<file path="config.mk">
export PLATFORM = sky130hd
export DESIGN_NAME = pc_sequencer
export DESIGN_NICKNAME = d
export VERILOG_FILES = /design/src/rtl/pc_seq_pkg.sv /design/src/rtl/pc_seq_decode.sv /design/src/rtl/pc_sequencer.sv
export SDC_FILE = /design/constraint.sdc
export NUM_CORES = 1
export LEC_CHECK = 0
export CAP_MARGIN = 20
export CORE_ASPECT_RATIO = 1.2
export CORE_MARGIN = 2
export CORE_UTILIZATION = 25
export CTS_BUF_LIST = sky130_fd_sc_hd__clkbuf_2 sky130_fd_sc_hd__clkbuf_4 sky130_fd_sc_hd__clkbuf_8
export DETAILED_ROUTE_END_ITERATION = 7
export PLACE_DENSITY = 0.56
export SLEW_MARGIN = 30
export SYNTH_ARGS = -nofsm -noshare
export SYNTH_HDL_FRONTEND = slang
export SYNTH_SLANG_ARGS = --single-unit
</file>
<file path="constraint.sdc">
create_clock -name clk -period 2 [get_ports clk]
set_clock_uncertainty 0.05 [all_clocks]
set_input_delay 0.4 -clock clk [delete_from_list [all_inputs] [get_ports clk]]
set_output_delay 0.4 -clock clk [all_outputs]
set_load 0.01 [all_outputs]
</file>
<file path="src/rtl/pc_seq_pkg.sv">
// Shared codes for the PC sequencer and programCounter.
// Opcodes, PS/BC encodings, ALU functions and FSM states.
package pc_seq_pkg;

  localparam logic [1:0] PS_HOLD = 2'd0;
  localparam logic [1:0] PS_INC  = 2'd1;
  localparam logic [1:0] PS_REL  = 2'd2;
  localparam logic [1:0] PS_ABS  = 2'd3;

  localparam logic [1:0] BC_ZERO   = 2'd0;
  localparam logic [1:0] BC_NZERO  = 2'd1;
  localparam logic [1:0] BC_ALWAYS = 2'd3;

  localparam logic [3:0] OP_NOP  = 4'h0;
  localparam logic [3:0] OP_ADD  = 4'h1;
  localparam logic [3:0] OP_SUB  = 4'h2;
  localparam logic [3:0] OP_AND  = 4'h3;
  localparam logic [3:0] OP_OR   = 4'h4;
  localparam logic [3:0] OP_MOV  = 4'h5;
  localparam logic [3:0] OP_LD   = 4'h6;
  localparam logic [3:0] OP_ST   = 4'h7;
  localparam logic [3:0] OP_BZ   = 4'h8;
  localparam logic [3:0] OP_BNZ  = 4'h9;
  localparam logic [3:0] OP_BRA  = 4'hA;
  localparam logic [3:0] OP_JR   = 4'hB;
  localparam logic [3:0] OP_HALT = 4'hF;

  localparam logic [2:0] FS_PASS = 3'd0;
  localparam logic [2:0] FS_ADD  = 3'd1;
  localparam logic [2:0] FS_SUB  = 3'd2;
  localparam logic [2:0] FS_AND  = 3'd3;
  localparam logic [2:0] FS_OR   = 3'd4;

  typedef enum logic [2:0] {
    S_FETCH,
    S_DECODE,
    S_EXEC,
    S_MEM,
    S_HALT
  } state_t;

  function automatic logic is_alu_op(
    input logic [3:0] op
  );
    return (op >= OP_ADD) && (op <= OP_OR);
  endfunction

endpackage

</file>
<file path="src/rtl/pc_seq_decode.sv">
// Combinational opcode classifier for the PC sequencer.
// Reports ALU function, writeback, memory, branch and illegal classes.
module pc_seq_decode
  import pc_seq_pkg::*;
(
  input  logic [3:0] opcode,
  output logic [2:0] alu_fs,
  output logic       rf_we,
  output logic       is_mem,
  output logic       is_branch,
  output logic       illegal
);

  always_comb begin
    alu_fs    = FS_PASS;
    rf_we     = 1'b0;
    is_mem    = 1'b0;
    is_branch = 1'b0;
    illegal   = 1'b0;
    unique case (1'b1)
      is_alu_op(opcode): begin
        alu_fs = opcode[2:0];
        rf_we  = 1'b1;
      end
      opcode == OP_MOV: rf_we = 1'b1;
      opcode == OP_LD: begin
        rf_we  = 1'b1;
        is_mem = 1'b1;
      end
      opcode == OP_ST: is_mem = 1'b1;
      (opcode >= OP_BZ) && (opcode <= OP_JR):
        is_branch = 1'b1;
      (opcode > OP_JR) && (opcode < OP_HALT):
        illegal = 1'b1;
      default: ;
    endcase
  end

endmodule

</file>
<file path="src/rtl/pc_sequencer.sv">
// Multi-cycle fetch/decode/execute sequencer driving the PC and datapath.
// PC_SEQ_PERF_EN adds retired/stall counters.
module pc_sequencer
  import pc_seq_pkg::*;
#(
  parameter int INSTR_W      = 16,
  parameter int REG_AW       = 4,
  parameter int IMEM_TIMEOUT = 15
) (
  input  logic              clk,
  input  logic              reset,
  input  logic [INSTR_W-1:0] instr,
  input  logic              instr_valid,
  output logic              instr_req,
  input  logic              dmem_ready,
  output logic [1:0]        BC,
  output logic [1:0]        PS,
  output logic [REG_AW-1:0] AA,
  output logic [REG_AW-1:0] BA,
  output logic [REG_AW-1:0] DA,
  output logic              rf_we,
  output logic [2:0]        alu_fs,
  output logic              dmem_re,
  output logic              dmem_we,
  output logic              halted,
  output logic              fault
`ifdef PC_SEQ_PERF_EN
  ,
  output logic [15:0]       retired_cnt,
  output logic [15:0]       stall_cnt
`endif
);

  localparam int CW = $clog2(IMEM_TIMEOUT + 1);
  localparam logic [CW-1:0] CNT_LAST =
    CW'(IMEM_TIMEOUT - 1);

  state_t state, next;
  logic [INSTR_W-1:0] ir;
  logic [CW-1:0] cnt;
  logic fault_q;

  logic ir_load, cnt_inc, cnt_clr, set_fault;
  logic [3:0] op;
  logic [2:0] dec_fs;
  logic dec_rf_we, dec_mem, dec_br, dec_ill;

  assign op = ir[INSTR_W-1 -: 4];
  assign DA = ir[3*REG_AW-1 -: REG_AW];
  assign AA = ir[2*REG_AW-1 -: REG_AW];
  assign BA = ir[REG_AW-1:0];
  assign halted = (state == S_HALT);
  assign fault  = fault_q;

  pc_seq_decode u_dec (
    .opcode    (op),
    .alu_fs    (dec_fs),
    .rf_we     (dec_rf_we),
    .is_mem    (dec_mem),
    .is_branch (dec_br),
    .illegal   (dec_ill)
  );

  always_ff @(posedge clk) begin
    if (reset) begin
      state   <= S_FETCH;
      ir      <= '0;
      cnt     <= '0;
      fault_q <= 1'b0;
    end else begin
      state <= next;
      if (ir_load)
        ir <= instr;
      if (cnt_clr)
        cnt <= '0;
      else if (cnt_inc)
        cnt <= cnt + 1'b1;
      if (set_fault)
        fault_q <= 1'b1;
    end
  end

  // PC is parked with BC=ALWAYS/PS=HOLD unless a state says otherwise
  always_comb begin
    next      = state;
    instr_req = 1'b0;
    BC        = BC_ALWAYS;
    PS        = PS_HOLD;
    rf_we     = 1'b0;
    alu_fs    = FS_PASS;
    dmem_re   = 1'b0;
    dmem_we   = 1'b0;
    ir_load   = 1'b0;
    cnt_inc   = 1'b0;
    cnt_clr   = 1'b0;
    set_fault = 1'b0;
    unique case (state)
      S_FETCH: begin
        instr_req = 1'b1;
        if (instr_valid) begin
          ir_load = 1'b1;
          cnt_clr = 1'b1;
          next    = S_DECODE;
        end else if (cnt == CNT_LAST) begin
          set_fault = 1'b1;
          next      = S_HALT;
        end else begin
          cnt_inc = 1'b1;
        end
      end
      S_DECODE: begin
        if (dec_ill) begin
          set_fault = 1'b1;
          next      = S_HALT;
        end else begin
          next = S_EXEC;
        end
      end
      S_EXEC: begin
        alu_fs = dec_fs;
        next   = S_FETCH;
        unique case (1'b1)
          dec_mem: begin
            dmem_re = (op == OP_LD);
            dmem_we = (op == OP_ST);
            next    = S_MEM;
          end
          dec_br: begin
            PS = (op == OP_JR) ? PS_ABS : PS_REL;
            if (op == OP_BZ)
              BC = BC_ZERO;
            else if (op == OP_BNZ)
              BC = BC_NZERO;
          end
          (op == OP_HALT) || dec_ill:
            next = S_HALT;
          default: begin
            rf_we = dec_rf_we;
            PS    = PS_INC;
          end
        endcase
      end
      S_MEM: begin
        dmem_re = (op == OP_LD);
        dmem_we = (op == OP_ST);
        if (dmem_ready) begin
          rf_we = (op == OP_LD);
          PS    = PS_INC;
          next  = S_FETCH;
        end
      end
      S_HALT: ;
      default: next = S_FETCH;
    endcase
  end

`ifdef PC_SEQ_PERF_EN
  logic stall;
  assign stall =
    ((state == S_FETCH) && !instr_valid) ||
    ((state == S_MEM) && !dmem_ready);

  always_ff @(posedge clk) begin
    if (reset) begin
      retired_cnt <= '0;
      stall_cnt   <= '0;
    end else begin
      if (PS != PS_HOLD && retired_cnt != 16'hFFFF)
        retired_cnt <= retired_cnt + 16'd1;
      if (stall && stall_cnt != 16'hFFFF)
        stall_cnt <= stall_cnt + 16'd1;
    end
  end
`endif

endmodule
</file>
==> impl_metrics.json <==
{
  "yosys_warnings": 0,
  "min_period_over_period_pct": 94.3,
  "clk_path_buf_depth": 2,
  "critPathMaxStageDelay_ns": 0.35,
  "p_clk_share_pct": 30.3,
  "synthTopCellsByArea": "dfxtp_1, nand2_1, a21oi_1",
  "dieArea_mm2": 0.00565,
  "io_pins": 45,
  "wl_mm": 3.16,
  "dp_hpwl_mm": 2.31,
  "total_leakage_power_nw": 0.751,
  "run_status": "finished clean",
  "cp_cell_sequence": "buf_4 > nor2_1 > nand3_1 > nor3_1 > dlygate4sd2_1",
  "drtAntennaViolNets": 0,
  "synth.distinct_cells": 35,
  "max_freq_ghz": 0.530,
  "synth_fp_nets": 185,
  "crit_path_end_kind": "primary output",
  "ys_seq_area_share_pct": 38.0,
  "ys.flop_type": "dfxtp_1",
  "areaGrowthSynthToFinish_pct": 47.0,
  "required_ns": 1.55,
  "syn_inst": 163,
  "pwr-share-seq_pct": 48.3,
  "utilization_pct": 37.9,
  "critPathSlowestCell": "dfxtp_2",
  "peakVddDrop_uv": 270,
  "swShare_pct": 25.8,
  "p_comb_share_pct": 21.4,
  "synth_area_per_cell_um2": 7.76,
  "grt_max_degree": 14,
  "critPathMaxFanout": 5,
  "grt_overflow": 0,
  "intPower_w": 0.000813,
  "place.gp.congestion": 0.723,
  "via_count": 1249,
  "critical_path_class": "register to primary output",
  "yosysTopAreaCellShare_pct": 38.0,
  "drt_iter0_markers": 57,
  "routedWlPerCell_um": 11.9,
  "grt_pass1_vias": 1173,
  "die_width_um": 68.9,
  "cts-root-buf": "clkbuf_8",
  "power_density_mw_per_mm2": 589,
  "numPortBuffers": 44,
  "netlist_area_mm2": 0.00126,
  "cp.arrival_ns": 1.44,
  "floorplan.rows": 28,
  "fin_crit_ns": 1.89,
  "drv_cap": 0,
  "p_switching_w": 0.000282,
  "clkLatencyLatePin_ns": 0.27,
  "worst-path-buf-inv": 2,
  "slew_violations": 0,
  "antenna_found_initial": 0,
  "die_h_um": 81.9,
  "crit_start": "ir[13]",
  "hold_buffers": 0,
  "finalHoldViolCount": 0,
  "cts.sinks": 24,
  "worstMarginPinSlew_ns": 0.311,
  "startpoint_type": "register",
  "clkTransAtPathRegs_ns": 0.08,
  "synth_most_common_cell": "nand2_1",
  "ys_ff_latch": 24,
  "drive_gt1_share_pct": 18.4,
  "grt_usage_pct": 11.8,
  "hold_ws_ns": 0.405,
  "tritoncts": "yes",
  "r2r-start": "state[2]",
  "synth_common_cells": "nand2_1, dfxtp_1, a21oi_1",
  "grt_pass1_wl_mm": 5.15,
  "first_pass_iters": 4,
  "hold_class": "register to register",
  "nets": 229,
  "cts_max_level": 1,
  "drc": 0,
  "yosysTopAreaCell": "dfxtp_1",
  "viasPerCell": 4.70,
  "numCtsBuffers": 3,
  "synth_enable_flop_cells": 0,
  "rsz0062_at_grt": "no",
  "num_antenna_cells": 0,
  "synthArstFlopShare_pct": 0,
  "min-delay-start": "ir[7]",
  "max_slew_margin_pct": 78.8,
  "core_region_area_mm2": 0.00490,
  "initial_core_util_pct": 25.8,
  "setup_viol": 0,
  "path_delay_family": "buffers and inverters"
}
layer usage:
| metal | routed length, µm | track usage, % | vias to the layer above |
|---|---|---|---|
| met4 | 65 | 5.88 | 0 |
| met3 | 179 | 1.78 | 5 |
| li1 | - | - | 638 |
| met2 | 1410 | 19.5 | 36 |
| met5 | 0 | 0 | - |
| met1 | 1510 | 14.7 | 570 |
registers in the layout, summed over array words and instances, names as in the netlist:
signal,flops
fault,1
cnt,4
ir,16
state,3
stage by stage:
step                      setup TNS (ns)  cell area [µm²]  setup slack (ns)  power, W  std cells
after floorplan                        0             1260             0.347  0.000662        163
after global placement             -1.53             1780            -0.125  0.000775        261
after detailed placement           -1.72             1780            -0.152  0.000775        261
after CTS                              0             1860            0.0129   0.00111        266
after global routing                   0             1860            0.0505   0.00115        266
final                                  0             1860             0.114   0.00110        266
worst min-delay path: stages, from the launching register on:
cell and delay (ns):
dfxtp_1 0.31, nand2_1 0.05, a21oi_1 0.05
power groups by stage:
stage	Combinational [W]	Sequential (W)	Clock, W
floorplan	0.000133	0.000529	0
global placement	0.000236	0.000539	0
detailed placement	0.000236	0.000539	0
CTS	0.000239	0.000529	0.000344
global route	0.000260	0.000534	0.000358
finish	0.000234	0.000529	0.000332
cells by family (layout without fill, tap and decap cells):
logic type      count (synthesis)  count (layout)  synth area share, %
simple gates                   73              73                 30.3
compound gates                 35              35                 16.5
flops                          24              24                 38.0
fa+ha+maj                       2               2                 1.98
mux                             1               1                0.890
buf+inv                        28              71                 12.4
timing repair:
item,CTS,global route
pin swaps,2,0
buffers inserted,1,0
resized for setup,21,6
setup endpoints to repair,12,4
cell usage in the layout (no fill, tap or decap), types with 3 or more instances in the layout:
| cell type | instances |
|---|---|
| nand2_1 | 36 |
| clkdlybuf4s50_1 | 32 |
| a21oi_1 | 20 |
| buf_4 | 20 |
| dfxtp_1 | 19 |
| dlygate4sd2_1 | 8 |
| nand3_1 | 6 |
| a211oi_1 | 4 |
| clkbuf_8 | 4 |
| inv_1 | 3 |
| nor3_1 | 3 |
| nor2_1 | 3 |
| nor3b_1 | 3 |
| and3_1 | 3 |
| o21ai_0 | 3 |
| dfxtp_4 | 3 |
path summary, 6_finish.rpt:
check,endpoint,cells after the start,slack [ns]
worst max-delay path,alu_fs[2],5,0.11
worst min register to register,ir[7],2,0.41
worst max register to register,cnt[3],4,0.18
worst min-delay path,ir[7],2,0.41
area by class of cell:
| class | count | area [µm²] |
|---|---|---|
| Sequential cell | 24 | 494 |
| Multi-Input combinational cell | 111 | 648 |
| Tap cell | 60 | 75.1 |
| Inverter | 3 | 11.3 |
| Timing Repair Buffer | 64 | 576 |
| Fill cell | 532 | 3050 |
| Clock buffer | 4 | 55.1 |
(Power assumes the default switching activity.)
